File: src/rtl/gpio_pkg.sv
// Shared types and constants for the decimal-entry GPIO peripheral.
package gpio_pkg;

  typedef enum logic [1:0] {
    EMPTY = 2'd0,
    ENTRY = 2'd1,
    FULL  = 2'd2
  } entry_state_t;

  localparam int KEY_APPEND = 0;
  localparam int KEY_CLEAR  = 1;
  localparam int KEY_COMMIT = 2;
  localparam int NUM_KEYS   = 3;

  localparam int DIGIT_W = 4;

  // True when the switch setting is a legal decimal digit (0-9).
  function automatic logic is_digit(input logic [DIGIT_W-1:0] d);
    return d <= DIGIT_W'(9);
  endfunction

endpackage

File: src/rtl/gpio_decimal_entry_if.sv
// CPU-side read handshake of the decimal-entry peripheral.
interface gpio_decimal_entry_if;
  logic        rd_en;
  logic [31:0] data_out;
  logic        valid;

  // CPU side: issues reads, observes the committed word.
  modport master (output rd_en, input data_out, input valid);
  // Peripheral side: presents the committed word, consumes reads.
  modport slave  (input rd_en, output data_out, output valid);
endinterface

File: src/rtl/gpio_decimal_entry_key_debounce.sv
// One push-button: 2-FF synchronizer, stability counter, press pulse.
module key_debounce #(
  parameter int DEBOUNCE_CYCLES = 500000
) (
  input  logic clk,
  input  logic rst,
  input  logic key_n,
  output logic press
);

  localparam int CNT_W = (DEBOUNCE_CYCLES > 1) ? $clog2(DEBOUNCE_CYCLES) : 1;
  localparam logic [CNT_W-1:0] CNT_LAST = CNT_W'(DEBOUNCE_CYCLES - 1);

  logic             sync1;
  logic             sync2;
  logic             level;
  logic [CNT_W-1:0] cnt;
  // fill marks when sync2 carries a sample taken after reset; armed is set
  // once such a sample shows the key released, so a key held through reset
  // never produces a press until it is released and pressed again.
  logic [1:0]       fill;
  logic             armed;

  // Synchronize, count consecutive disagreeing cycles, flip level and pulse.
  // NOTE: sequential state uses non-blocking assignments only, so every
  // register samples the pre-edge values regardless of statement order.
  always_ff @(posedge clk) begin
    if (rst) begin
      sync1 <= 1'b1;
      sync2 <= 1'b1;
      level <= 1'b1;
      cnt   <= '0;
      fill  <= '0;
      armed <= 1'b0;
      press <= 1'b0;
    end else begin
      sync1 <= key_n;
      sync2 <= sync1;
      fill  <= {fill[0], 1'b1};
      press <= 1'b0;
      if (fill[1] && sync2) begin
        armed <= 1'b1;
      end
      if (sync2 != level) begin
        if (cnt == CNT_LAST) begin
          level <= sync2;
          cnt   <= '0;
          // level is still 1 here only for a release-to-press transition
          press <= armed && level;
        end else begin
          cnt <= cnt + 1'b1;
        end
      end else begin
        cnt <= '0;
      end
    end
  end

endmodule

File: src/rtl/gpio_decimal_entry.sv
// Decimal keypad entry: debounced keys drive an accumulator FSM whose
// committed value is offered to the CPU as a read-once word.
module gpio_decimal_entry
  import gpio_pkg::*;
#(
  parameter int DEBOUNCE_CYCLES = 500000,
  parameter int MAX_DIGITS      = 5
) (
  input  logic                  clk,
  input  logic                  rst,
  input  logic [DIGIT_W-1:0]    sw,
  input  logic [NUM_KEYS-1:0]   key_n,
  gpio_decimal_entry_if.slave   cpu,
  output logic [31:0]           entry_value,
  output logic [2:0]            digit_count,
  output logic                  err
);

  logic [NUM_KEYS-1:0] press;

  entry_state_t state_q, state_d;
  logic [31:0]  acc_q,   acc_d;
  logic [2:0]   cnt_q,   cnt_d;
  logic [31:0]  data_q,  data_d;
  logic         valid_q, valid_d;
  logic         err_q,   err_d;

  logic ev_clear;
  logic ev_commit;
  logic ev_append;

  for (genvar k = 0; k < NUM_KEYS; k++) begin : g_key
    key_debounce #(.DEBOUNCE_CYCLES(DEBOUNCE_CYCLES)) u_key (
      .clk   (clk),
      .rst   (rst),
      .key_n (key_n[k]),
      .press (press[k])
    );
  end

  // Only the highest-priority event in a cycle acts.
  assign ev_clear  = press[KEY_CLEAR];
  assign ev_commit = press[KEY_COMMIT] && !ev_clear;
  assign ev_append = press[KEY_APPEND] && !ev_clear && !press[KEY_COMMIT];

  // Next-state logic for the entry FSM, accumulator and CPU handshake.
  // NOTE: every variable gets its hold value first, so no path through the
  // block leaves one unassigned and no latch is inferred.
  always_comb begin
    state_d = state_q;
    acc_d   = acc_q;
    cnt_d   = cnt_q;
    data_d  = data_q;
    valid_d = valid_q;
    err_d   = err_q;

    if (cpu.rd_en) begin
      valid_d = 1'b0;
    end

    if (ev_clear) begin
      acc_d   = '0;
      cnt_d   = '0;
      err_d   = 1'b0;
      state_d = EMPTY;
    end else if (ev_commit) begin
      // a commit in the same cycle as a read wins: the new word stays valid
      data_d  = acc_q;
      valid_d = 1'b1;
      acc_d   = '0;
      cnt_d   = '0;
      state_d = EMPTY;
    end else if (ev_append) begin
      if (is_digit(sw) && state_q != FULL) begin
        acc_d   = acc_q * 32'd10 + 32'(sw);
        cnt_d   = cnt_q + 3'd1;
        state_d = (cnt_d == 3'(MAX_DIGITS)) ? FULL : ENTRY;
      end else begin
        err_d = 1'b1;
      end
    end
  end

  // State registers; all outputs come straight from here.
  always_ff @(posedge clk) begin
    if (rst) begin
      state_q <= EMPTY;
      acc_q   <= '0;
      cnt_q   <= '0;
      data_q  <= '0;
      valid_q <= 1'b0;
      err_q   <= 1'b0;
    end else begin
      state_q <= state_d;
      acc_q   <= acc_d;
      cnt_q   <= cnt_d;
      data_q  <= data_d;
      valid_q <= valid_d;
      err_q   <= err_d;
    end
  end

  assign entry_value  = acc_q;
  assign digit_count  = cnt_q;
  assign err          = err_q;
  assign cpu.data_out = data_q;
  assign cpu.valid    = valid_q;

endmodule

File: src/flat_wrapper.sv
// flat-port wrapper written by rule: the top's interface ports become plain ports
module gpio_decimal_entry_flat import gpio_pkg::*;
#(
  parameter int DEBOUNCE_CYCLES = 500000,
  parameter int MAX_DIGITS      = 5
)
  (clk, rst, sw, key_n, entry_value, digit_count, err, cpu_rd_en, cpu_data_out, cpu_valid);
  gpio_decimal_entry_if cpu_i ();
  input  logic clk;
  input  logic rst;
  input  logic [DIGIT_W-1:0] sw;
  input  logic [NUM_KEYS-1:0] key_n;
  output logic [31:0] entry_value;
  output logic [2:0] digit_count;
  output logic err;
  input wire logic [$bits(cpu_i.rd_en)-1:0] cpu_rd_en;
  output wire logic [$bits(cpu_i.data_out)-1:0] cpu_data_out;
  output wire logic [$bits(cpu_i.valid)-1:0] cpu_valid;
  assign cpu_i.rd_en = cpu_rd_en;
  assign cpu_data_out = cpu_i.data_out;
  assign cpu_valid = cpu_i.valid;
  gpio_decimal_entry #(.DEBOUNCE_CYCLES(DEBOUNCE_CYCLES), .MAX_DIGITS(MAX_DIGITS)) u_core (.clk(clk), .rst(rst), .sw(sw), .key_n(key_n), .cpu(cpu_i), .entry_value(entry_value), .digit_count(digit_count), .err(err));
endmodule
File: config.mk
export PLATFORM = sky130hd
export DESIGN_NAME = gpio_decimal_entry_flat
export DESIGN_NICKNAME = d
export VERILOG_FILES = /design/src/rtl/gpio_pkg.sv /design/src/rtl/gpio_decimal_entry_if.sv /design/src/rtl/gpio_decimal_entry_key_debounce.sv /design/src/rtl/gpio_decimal_entry.sv /design/src/flat_wrapper.sv
export SDC_FILE = /design/constraint.sdc
export NUM_CORES = 1
export LEC_CHECK = 0
export BUFFER_PORTS_ARGS = -buffer_cell sky130_fd_sc_hd__buf_2
export CORE_UTILIZATION = 45
export DETAILED_ROUTE_END_ITERATION = 6
export GPL_TIMING_DRIVEN = 0
export PLACE_DENSITY = 0.7
export SLEW_MARGIN = 10
export SYNTH_ARGS = -nofsm -noshare
export SYNTH_HDL_FRONTEND = slang
export SYNTH_SLANG_ARGS = --single-unit
File: constraint.sdc
create_clock -name clk -period 3.48 [get_ports clk]
set_input_delay 0.522 -clock clk [delete_from_list [all_inputs] [get_ports clk]]
set_output_delay 0.522 -clock clk [all_outputs]
set_load 0.01 [all_outputs]
==> results of run 1 <==
[cell usage in the layout, fill, tap and decap left out, types with 17 or more instances in the layout]
cell,count
ha_1,51
clkbuf_16,17
nor2_1,114
clkbuf_1,25
buf_2,78
a21oi_1,76
xnor2_1,36
nand4_1,23
inv_1,23
xor2_1,52
a211oi_1,20
nand3_1,39
nand2_1,144
buf_4,33
o21ai_0,28
dfxtp_1,124
[layout make-up]
class	count	area share
tap	225	0.0281
clock buffer	17	0.0425
multi-input combinational	776	0.530
timing repair buffer	112	0.0655
sequential	145	0.294
buffer	32	0.0145
inverter	23	0.00862
clock inverter	15	0.0171
[layer usage]
metal / share of wire / up-vias / global-route usage / wire length [µm]
li1: - / 3694 / - / -
met4: 0.015 / 0 / 0.0649 / 299
met3: 0.033 / 27 / 0.0378 / 654
met1: 0.44 / 3480 / 0.269 / 8780
met2: 0.51 / 124 / 0.390 / 10200
met5: 0 / - / 0 / 0
[through the flow]
stage,instance area (µm²),hold WS [ps],utilization,setup WS (ps)
floorplan,8080,389,-,27.0
global placement,8740,395,0.504,-540
detailed placement,8740,397,0.504,-603
CTS,9680,284,0.558,-120
global route,10000,280,0.577,-225
finish,10000,296,0.577,-93.5
[timing repair]
| action | 4_1_cts | 5_1_grt |
|---|---|---|
| endpoints found under the setup margin | 14 | 15 |
| pin swaps | 22 | 32 |
| setup buffers | 21 | 15 |
| gates resized for setup | 52 | 54 |
| cloned | 0 | 0 |
| hold buffers | 0 | 0 |
| hold endpoints to repair | 0 | 0 |
[sequential cells by signal, indices dropped and copies added, names as in the netlist]
signal / flops
u_core.g_key.u_key.press: 3
u_core.g_key.u_key.sync1: 3
u_core.digit_count: 3
u_core.cpu.valid: 1
u_core.entry_value: 32
u_core.state_q: 2
u_core.g_key.u_key.armed: 3
u_core.g_key.u_key.sync2: 3
u_core.cpu.data_out: 32
u_core.err: 1
u_core.g_key.u_key.fill: 2
u_core.g_key.u_key.cnt: 57
u_core.g_key.u_key.level: 3
[critical path, delay by kind of cell, from the launching register on]
family | cells | cell delay [ps]
AO/OA/AOI/OAI | 3 | 730
adder cells (fa/ha/maj) | 2 | 580
buffers and inverters | 2 | 310
flip-flops | 1 | 370
AND/OR/NAND/NOR | 6 | 1520
[worst paths after layout]
kind                                                   from                     endpoint  depth (start not counted)
worst max register to register        u_core.entry_value[8]       u_core.entry_value[27]                         13
worst max-delay path                  u_core.entry_value[8]       u_core.entry_value[27]                         13
worst min register to register  u_core.g_key[0].u_key.sync1  u_core.g_key[0].u_key.sync2                          1
worst min-delay path                               key_n[0]  u_core.g_key[0].u_key.sync1                          2
[power breakdown]
group | total, mW | leakage [nW] | switching [mW] | internal, mW
Combinational | 0.0481 | 2.48 | 0.0334 | 0.0148
Clock | 1.83 | 0.285 | 0.750 | 1.08
Sequential | 1.67 | 1.18 | 0.00482 | 1.66
Total | 3.54 | 3.95 | 0.788 | 2.75
[cells by family after synthesis]
logic type | count (synthesis)
adders and majority gates | 65
buffers and inverters | 59
muxes | 5
AOI/OAI and AO/OA | 188
xor gates and xnor gates | 96
and+or+nand+nor | 422
DFF | 145
==> impl_metrics.env, run 1 <==
export IMPL_synth_cells=980
export IMPL_worstSetupStartpointType="flop"
export IMPL_grt_pass1_wl_mm=32.4
export IMPL_htree_levels=4
export IMPL_netlist_top_cells_area="dfxtp_1, ha_1, nand2_1, xor2_1, nor2_1"
export IMPL_avgSynthCellArea_um2=8.21
export IMPL_max_stage_delay_ps=610
export IMPL_yosysSeqAreaShare=0.361
export IMPL_antennaDiodeCount=0
export IMPL_setup_viol=6
export IMPL_area_growth_pct=24.5
export IMPL_layout_nets=1182
export IMPL_synth_edf_count=0
export IMPL_regArea_mm2=0.00294
export IMPL_leakagePower_nw=3.95
export IMPL_worstPathRequired_ps=3840
export IMPL_gp_congestion=0.895
export IMPL_fillCellCount=1517
export IMPL_synth_compound_area_frac=0.151
export IMPL_grtUsageTotal=0.220
export IMPL_async_flop_share=0
export IMPL_hold_viol_final=0
export IMPL_grt_start_max_net_pins=17
export IMPL_drt_total_wl_mm=20.0
export IMPL_clock_path_buffers=2
export IMPL_outcome="complete, but fails checks"
export IMPL_cp_max_fo=9
export IMPL_synth_nets=1055
export IMPL_power_total_mw=3.54
export IMPL_slew_viol_final=0
export IMPL_grt_pass1_vias=6855
export IMPL_numClockSinks=145
export IMPL_fmax_mhz=280
export IMPL_path_clk_slew_ps=70
export IMPL_first_pass_iters=5
export IMPL_powerDensity_mw_per_mm2=354
export IMPL_cts_buffers_inserted=17
export IMPL_stdcell_count=1345
export IMPL_peakVddDrop_uv=358
export IMPL_end_kind="flop"
export IMPL_multi_input_area_mm2=0.00531
export IMPL_port_buffers=77
export IMPL_placed_cells=1282
export IMPL_ys_warn_count=0
export IMPL_cts_root_buffer="clkbuf_16"
export IMPL_tightest_slew_ps=654
export IMPL_netlist_area_mm2=0.00804
export IMPL_yosys_area_top_type="dfxtp_1"
export IMPL_finalSetupTns_ps=-234
export IMPL_grt_overflow_total=0
export IMPL_viasPerCell=5.45
export IMPL_chipHeight_um=136
export IMPL_antenna_found_initial=0
export IMPL_timing_final_crit_share=1.03
export IMPL_fin_ws_ps=-93.5
export IMPL_timing_final_crit_period_ps=3570
export IMPL_cts_tree="built"
export IMPL_final_antenna_net_count=0
export IMPL_io_pins=79
export IMPL_dpl_hpwl_mm=14.4
export IMPL_synthSimpleGateAreaFrac=0.246
export IMPL_synth_xor_xnor_area_share=0.105
export IMPL_violations="negative setup slack"
export IMPL_drt_initial_drc_count=342
export IMPL_slew_headroom=0.563
export IMPL_rrSetupSlack_ps=-90
export IMPL_vias=7325
export IMPL_rows=48
export IMPL_rsz0062_at_grt="true"
export IMPL_cpMaxStageDelayCell="or4b_4"
export IMPL_arrival_ps=3930
export IMPL_initial_utilization=0.463
export IMPL_cap_violations=0
export IMPL_hp_class="input port to flop"
export IMPL_synth_main_ff_cell="dfxtp_1"
export IMPL_ys_ff_latch=145
export IMPL_core_area_mm2=0.0174
export IMPL_synthMuxAreaShare=0.00638
export IMPL_die_w_um=136
export IMPL_drive_above_1_share=0.215
export IMPL_synth_fa_ha_area_frac=0.103
export IMPL_criticalPathCategory="flop to flop"
export IMPL_wl_per_cell_um=14.9
export IMPL_fin_skew_ps=10.0
export IMPL_synth_top_family_by_area="simple AND/OR/NAND/NOR gates"
export IMPL_cp_common_cell="ha_1"
export IMPL_die_area_mm2=0.0184
export IMPL_crit_chain="ha_1, ha_1, buf_6, nand4_1, buf_4, a2111oi_4, o31a_2, o2111ai_4, or4b_4, nor2_4, nand2_1, or4b_1, nand3_1"
export IMPL_synth_top_area_share=0.361
export IMPL_synthTopCellsByCount="dfxtp_1, nand2_1, nor2_1, a21oi_1, ha_1"
export IMPL_synth_distinct_cells=67
export IMPL_drc=0
export IMPL_clock_latency_ps=420
Power figures use the tool's default switching activity.
==> inputs of run 2 (changes only) <==
--- a/config.mk
+++ b/config.mk
@@ -9,7 +9,8 @@
 export CORE_UTILIZATION = 45
 export DETAILED_ROUTE_END_ITERATION = 6
 export GPL_TIMING_DRIVEN = 0
-export PLACE_DENSITY = 0.7
+export PLACE_DENSITY = 0.67
+export RECOVER_POWER = 100
 export SLEW_MARGIN = 10
 export SYNTH_ARGS = -nofsm -noshare
 export SYNTH_HDL_FRONTEND = slang
==> constraint.sdc (replaced) <==
create_clock -name clk -period 4.2 [get_ports clk]
set_input_delay 0.63 -clock clk [delete_from_list [all_inputs] [get_ports clk]]
set_output_delay 0.63 -clock clk [all_outputs]
set_load 0.01 [all_outputs]
==> run 2 against run 1 <==
The flow now finishes without violations. Critical path type unchanged. Critical endpoint unchanged. Combinational power shrank 15%. Sequential power is 17% lower. Worst setup slack improved by 280 ps. Non-clock buffer count down 31. Cell area is 7.6% lower. Global-route usage grew 0.50 points. Clock skew down 2.7 ps. Sequential share of layout area is 2.0 points higher.
==> impl_metrics.env, run 2 (synthesis gave the netlist of run 1 again) <==
export IMPL_outcome="finished, final reports clean"
export IMPL_largest_reg_flops=57
export IMPL_timing_final_crit_share=0.956
export IMPL_final_antenna_net_count=0
export IMPL_worstSetupStartpointType="flop"
export IMPL_hp_start="key_n[0]"
export IMPL_gp_congestion=0.882
export IMPL_area_growth_pct=15.1
export IMPL_dpl_cell_area_mm2=0.00871
export IMPL_rows=48
export IMPL_initial_utilization=0.463
export IMPL_power_total_mw=2.98
export IMPL_hold_viol_final=0
export IMPL_leakagePower_nw=3.40
export IMPL_antennaDiodeCount=0
export IMPL_wl_per_cell_um=15.2
export IMPL_fin_skew_ps=7.35
export IMPL_grt_overflow_total=0
export IMPL_rrSetupSlack_ps=180
export IMPL_cp_max_fo=6
export IMPL_fin_area_mm2=0.00926
export IMPL_io_pins=79
export IMPL_drt_total_wl_mm=20.0
export IMPL_slew_viol_final=0
export IMPL_r2r_end="u_core.entry_value[27]"
export IMPL_clock_path_buffers=2
export IMPL_numClockSinks=145
export IMPL_postCtsHoldBufs=0
export IMPL_viasPerCell=5.38
export IMPL_grt_pass1_vias=6485
export IMPL_core_area_mm2=0.0174
export IMPL_worstPathRequired_ps=4560
export IMPL_post_route_util=0.533
export IMPL_vias=7073
export IMPL_path_clk_slew_ps=70
export IMPL_drive_above_1_share=0.0652
export IMPL_timing_final_crit_period_ps=4020
export IMPL_clock_latency_ps=420
export IMPL_arrival_ps=4380
export IMPL_first_pass_iters=4
export IMPL_cts_buffers_inserted=17
export IMPL_slew_headroom=0.331
export IMPL_end_kind="flop"
export IMPL_setup_viol=0
export IMPL_antenna_found_initial=0
export IMPL_regMostFlops="u_core.g_key.u_key.cnt"
export IMPL_powerDensity_mw_per_mm2=322
export IMPL_min_to="u_core.g_key[0].u_key.sync1"
export IMPL_dpl_hpwl_mm=14.9
export IMPL_cts_tree="built"
export IMPL_criticalPathCategory="flop to flop"
export IMPL_htree_levels=4
export IMPL_cts_root_buffer="clkbuf_16"
export IMPL_peakVddDrop_uv=404
export IMPL_r2r_cells=11
export IMPL_final_cell_mix="nand2_1, dfxtp_1, nor2_1"
export IMPL_fmax_mhz=249
export IMPL_port_buffers=77
export IMPL_drc=0
export IMPL_tightest_slew_ps=979
export IMPL_layout_nets=1151
export IMPL_stdcell_count=1314
export IMPL_r2r_start="u_core.entry_value[7]"
export IMPL_cap_violations=0
export IMPL_fillCellCount=1688
export IMPL_finalSetupTns_ps=0
export IMPL_min_path_cells=2
export IMPL_grtUsageTotal=0.225
export IMPL_placed_cells=1282
export IMPL_grt_start_max_net_pins=17
export IMPL_die_area_mm2=0.0184
export IMPL_drt_initial_drc_count=311
export IMPL_grt_pass1_wl_mm=32.5
export IMPL_hp_class="input port to flop"
export IMPL_rsz0062_at_grt="false"
export IMPL_die_w_um=136
export IMPL_chipHeight_um=136
[run 2: how the worst max path moves through the flow]
| stage | start | endpoint | slack, ps | depth (start not counted) |
|---|---|---|---|---|
| after floorplan | u_core.entry_value[1] | u_core.entry_value[27] | 490 | 13 |
| after global routing | u_core.entry_value[9] | u_core.entry_value[31] | 40 | 12 |
| final | u_core.entry_value[7] | u_core.entry_value[27] | 180 | 11 |
| after global placement | u_core.entry_value[1] | u_core.entry_value[27] | 60 | 12 |
| after CTS | u_core.entry_value[3] | u_core.entry_value[27] | 70 | 13 |
| after detailed placement | u_core.entry_value[1] | u_core.entry_value[28] | 10 | 12 |
[run 2: timing repair]
item,4_1_cts,5_1_grt
buffers inserted,0,0
pin swaps,0,0
gates cloned,0,0
endpoints found under the hold margin,0,0
gates resized for setup,2,4
setup endpoints to repair,1,11
[run 2: layer usage]
layer | track usage | wire length, µm | vias up | share of wire
met5 | 0 | 0 | - | 0
met4 | 0.0574 | 187 | 0 | 0.0094
met3 | 0.0385 | 574 | 10 | 0.029
met2 | 0.382 | 9790 | 91 | 0.49
met1 | 0.292 | 9440 | 3339 | 0.47
li1 | - | - | 3633 | -
[run 2: final cells by class]
cell class                 instances  area, µm²  share of cell area
clock buffer                      18        429              0.0464
timing repair buffer              77        298              0.0322
tap                              225        282              0.0304
clock inverter                    14        170              0.0184
buffer                            36        141              0.0153
inverter                          23       86.3             0.00932
sequential                       145       2900               0.314
multi-input combinational        776       4950               0.535
[run 2: power breakdown]
group	switching [mW]	leakage [nW]	total, mW	internal, mW
Clock	0.657	0.294	1.56	0.899
Combinational	0.0289	1.94	0.0409	0.0121
Sequential	0.00386	1.17	1.39	1.38
[run 2: critical path, stage by stage (launching register included)]
cell	delay, ps
dfxtp_1	440
ha_1	280
ha_1	420
nand4_2	270
a2111oi_0	950
nor3_1	140
xnor2_1	360
nand4_1	260
nor2_4	200
nand2_1	80
or4b_1	460
nand3_1	90
[run 2: metrics by stage]
step	hold WS, ps	setup slack (ps)
6_report	393	184
5_1_grt	384	40.5
4_1_cts	381	73.6
3_5_place_dp	398	12.2
3_3_place_gp	391	57.0
2_1_floorplan	389	488
==> inputs of run 3 (changes only) <==
--- a/config.mk
+++ b/config.mk
@@ -5,7 +5,9 @@
 export SDC_FILE = /design/constraint.sdc
 export NUM_CORES = 1
 export LEC_CHECK = 0
+export ABC_AREA = 1
 export BUFFER_PORTS_ARGS = -buffer_cell sky130_fd_sc_hd__buf_2
+export CAP_MARGIN = 40
 export CORE_UTILIZATION = 45
 export DETAILED_ROUTE_END_ITERATION = 6
 export GPL_TIMING_DRIVEN = 0
==> constraint.sdc (replaced) <==
create_clock -name clk -period 3.85 [get_ports clk]
set_input_delay 0.5775 -clock clk [delete_from_list [all_inputs] [get_ports clk]]
set_output_delay 0.5775 -clock clk [all_outputs]
set_load 0.01 [all_outputs]
==> run 3 against run 2 <==
Clock skew rose by 4.2 ps. Non-clock buffer count shrank 9. Fmax up 20%. Total power is 5.0% higher. Combinational power up 13%. Register-to-register slack better by 310 ps. Core utilization shrank 1.8 points. Critical endpoint is now u_core.entry_value[23]. Largest cell class unchanged.
==> impl_metrics.env, run 3 <==
export IMPL_outcome="finished, final reports clean"
export IMPL_grt_overflow_total=0
export IMPL_netlist_area_mm2=0.00888
export IMPL_grt_pass1_wl_mm=37.4
export IMPL_viasPerCell=5.01
export IMPL_worstPathRequired_ps=4140
export IMPL_timing_final_crit_period_ps=3350
export IMPL_fmax_mhz=298
export IMPL_fillCellCount=2030
export IMPL_netlist_top_cells_area="dfxtp_1, nand2_1, ha_1, inv_1, nor2_1"
export IMPL_fin_skew_ps=11.5
export IMPL_min_to="u_core.g_key[2].u_key.sync1"
export IMPL_initial_utilization=0.458
export IMPL_slew_viol_final=0
export IMPL_cp_max_fo=4
export IMPL_numClockSinks=145
export IMPL_yosys_area_top_type="dfxtp_1"
export IMPL_avgSynthCellArea_um2=6.74
export IMPL_hp_start="key_n[2]"
export IMPL_ys_ff_latch=145
export IMPL_antennaDiodeCount=0
export IMPL_cts_buffers_inserted=17
export IMPL_synth_cells=1318
export IMPL_die_area_mm2=0.0203
export IMPL_synth_top_area_share=0.327
export IMPL_mostFrequentLayoutCell="nand2_1"
export IMPL_vias=8480
export IMPL_worstSetupStartpointType="flop"
export IMPL_end_kind="flop"
export IMPL_cap_violations=0
export IMPL_hold_ws_ps=353
export IMPL_finalSetupTns_ps=0
export IMPL_hold_viol_final=0
export IMPL_fin_ws_ps=497
export IMPL_ys_warn_count=0
export IMPL_criticalPathCategory="flop to flop"
export IMPL_slew_headroom=0.590
export IMPL_postCtsHoldBufs=0
export IMPL_synth_most_common_cell="nand2_1"
export IMPL_r2r_cells=13
export IMPL_first_pass_iters=5
export IMPL_dpl_hpwl_mm=17.8
export IMPL_htree_levels=4
export IMPL_stdcell_count=1693
export IMPL_drive_above_1_share=0.0651
export IMPL_cts_resized=0
export IMPL_synth_main_ff_cell="dfxtp_1"
export IMPL_drt_initial_drc_count=500
export IMPL_path_clk_slew_ps=70
export IMPL_area_growth_pct=12.7
export IMPL_leakagePower_nw=4.53
export IMPL_cts_tree="built"
export IMPL_final_cell_mix="nand2_1, inv_1, nor2_1"
export IMPL_regMostFlops="u_core.g_key.u_key.cnt"
export IMPL_wl_per_cell_um=13.2
export IMPL_final_antenna_net_count=0
export IMPL_rsz0062_at_grt="false"
export IMPL_r2r_end="u_core.entry_value[23]"
export IMPL_post_cts_buffers=0
export IMPL_place_ws_ps=719
export IMPL_clock_latency_ps=420
export IMPL_rrSetupSlack_ps=500
export IMPL_peakVddDrop_uv=323
export IMPL_die_w_um=142
export IMPL_min_path_cells=2
export IMPL_chipHeight_um=142
export IMPL_gp_congestion=0.878
export IMPL_setup_viol=0
export IMPL_cts_root_buffer="clkbuf_16"
export IMPL_core_area_mm2=0.0194
export IMPL_largest_reg_flops=57
export IMPL_antenna_found_initial=0
export IMPL_hp_class="input port to flop"
export IMPL_timing_final_crit_share=0.871
export IMPL_synthTopCellsByCount="nand2_1, inv_1, nor2_1, dfxtp_1, a21oi_1"
export IMPL_clock_path_buffers=2
export IMPL_yosysSeqAreaShare=0.327
export IMPL_drt_total_wl_mm=22.4
export IMPL_async_flop_share=0
export IMPL_grt_pass1_vias=7666
export IMPL_layout_nets=1490
export IMPL_arrival_ps=3640
export IMPL_tightest_slew_ps=613
export IMPL_grt_start_max_net_pins=17
export IMPL_power_total_mw=3.13
export IMPL_drc=0
export IMPL_placed_cells=1661
export IMPL_r2r_start="u_core.entry_value[1]"
export IMPL_synth_nets=1393
export IMPL_powerDensity_mw_per_mm2=313
export IMPL_synth_distinct_cells=45
export IMPL_synth_edf_count=0
export IMPL_io_pins=79
export IMPL_grtUsageTotal=0.232
export IMPL_port_buffers=78
export IMPL_rows=51
## run 3: cell count changes after synthesis, sizes merged, moves of 34 or more
cell / before / now
xor2: 55 / 21
o21ai: 37 / 80
nand3: 40 / 80
nand2: 145 / 318
inv: 23 / 200
nor2: 118 / 168
## run 3: cells by family after synthesis
logic type	after synthesis	synth area share
fa+ha+maj	65	0.0933
xor+xnor	34	0.0335
simple gates	654	0.335
flops	145	0.327
compound gates	193	0.114
buf+inv	227	0.0970
## run 3: worst max path at each step
stage	cells after the start	from	to	slack, ps
5_1_grt	19	u_core.entry_value[1]	u_core.entry_value[24]	240
6_report	13	u_core.entry_value[1]	u_core.entry_value[23]	500
4_1_cts	16	u_core.entry_value[1]	u_core.entry_value[25]	690
3_3_place_gp	16	u_core.entry_value[1]	u_core.entry_value[25]	740
3_5_place_dp	16	u_core.entry_value[1]	u_core.entry_value[25]	720
2_1_floorplan	18	u_core.entry_value[3]	u_core.entry_value[24]	1060
## run 3: final cells by class
| class | count | area [µm²] | share of cell area |
|---|---|---|---|
| Timing Repair Buffer | 78 | 302 | 0.0301 |
| Tap cell | 265 | 332 | 0.0331 |
| Clock inverter | 15 | 140 | 0.0140 |
| Clock buffer | 17 | 425 | 0.0425 |
| Sequential cell | 145 | 2900 | 0.290 |
| Multi-Input combinational cell | 946 | 5040 | 0.504 |
| Inverter | 201 | 754 | 0.0754 |
| Buffer | 26 | 106 | 0.0106 |
## run 3: layer usage
layer	share of wire	GRT usage
met5	0	0
met4	0.016	0.0583
met3	0.058	0.0448
met2	0.43	0.364
met1	0.50	0.325
## run 3: stage by stage
step           utilization  instance area (µm²)
2_1_floorplan            -                 8880
3_3_place_gp         0.495                 9600
3_5_place_dp         0.495                 9600
4_1_cts              0.524                10200
5_1_grt              0.516                10000
6_report             0.516                10000
## run 3: worst max-delay path, cell delays in order (launching register included)
cell     delay (ps)
dfxtp_1         400
ha_1            260
ha_1            270
fa_1            480
xnor2_1         200
nor3_1          300
nand3_2         130
nor2_1          330
nand2_4         120
nor2_8          150
nand3_4         110
nor2_1          200
xor2_1          190
a21oi_1          80
## run 3: where the power goes
group / switching (mW) / total, mW / internal (mW)
Sequential: 0.00437 / 1.51 / 1.51
Clock: 0.719 / 1.57 / 0.856
Combinational: 0.0321 / 0.0462 / 0.0141
Total: 0.756 / 3.13 / 2.38
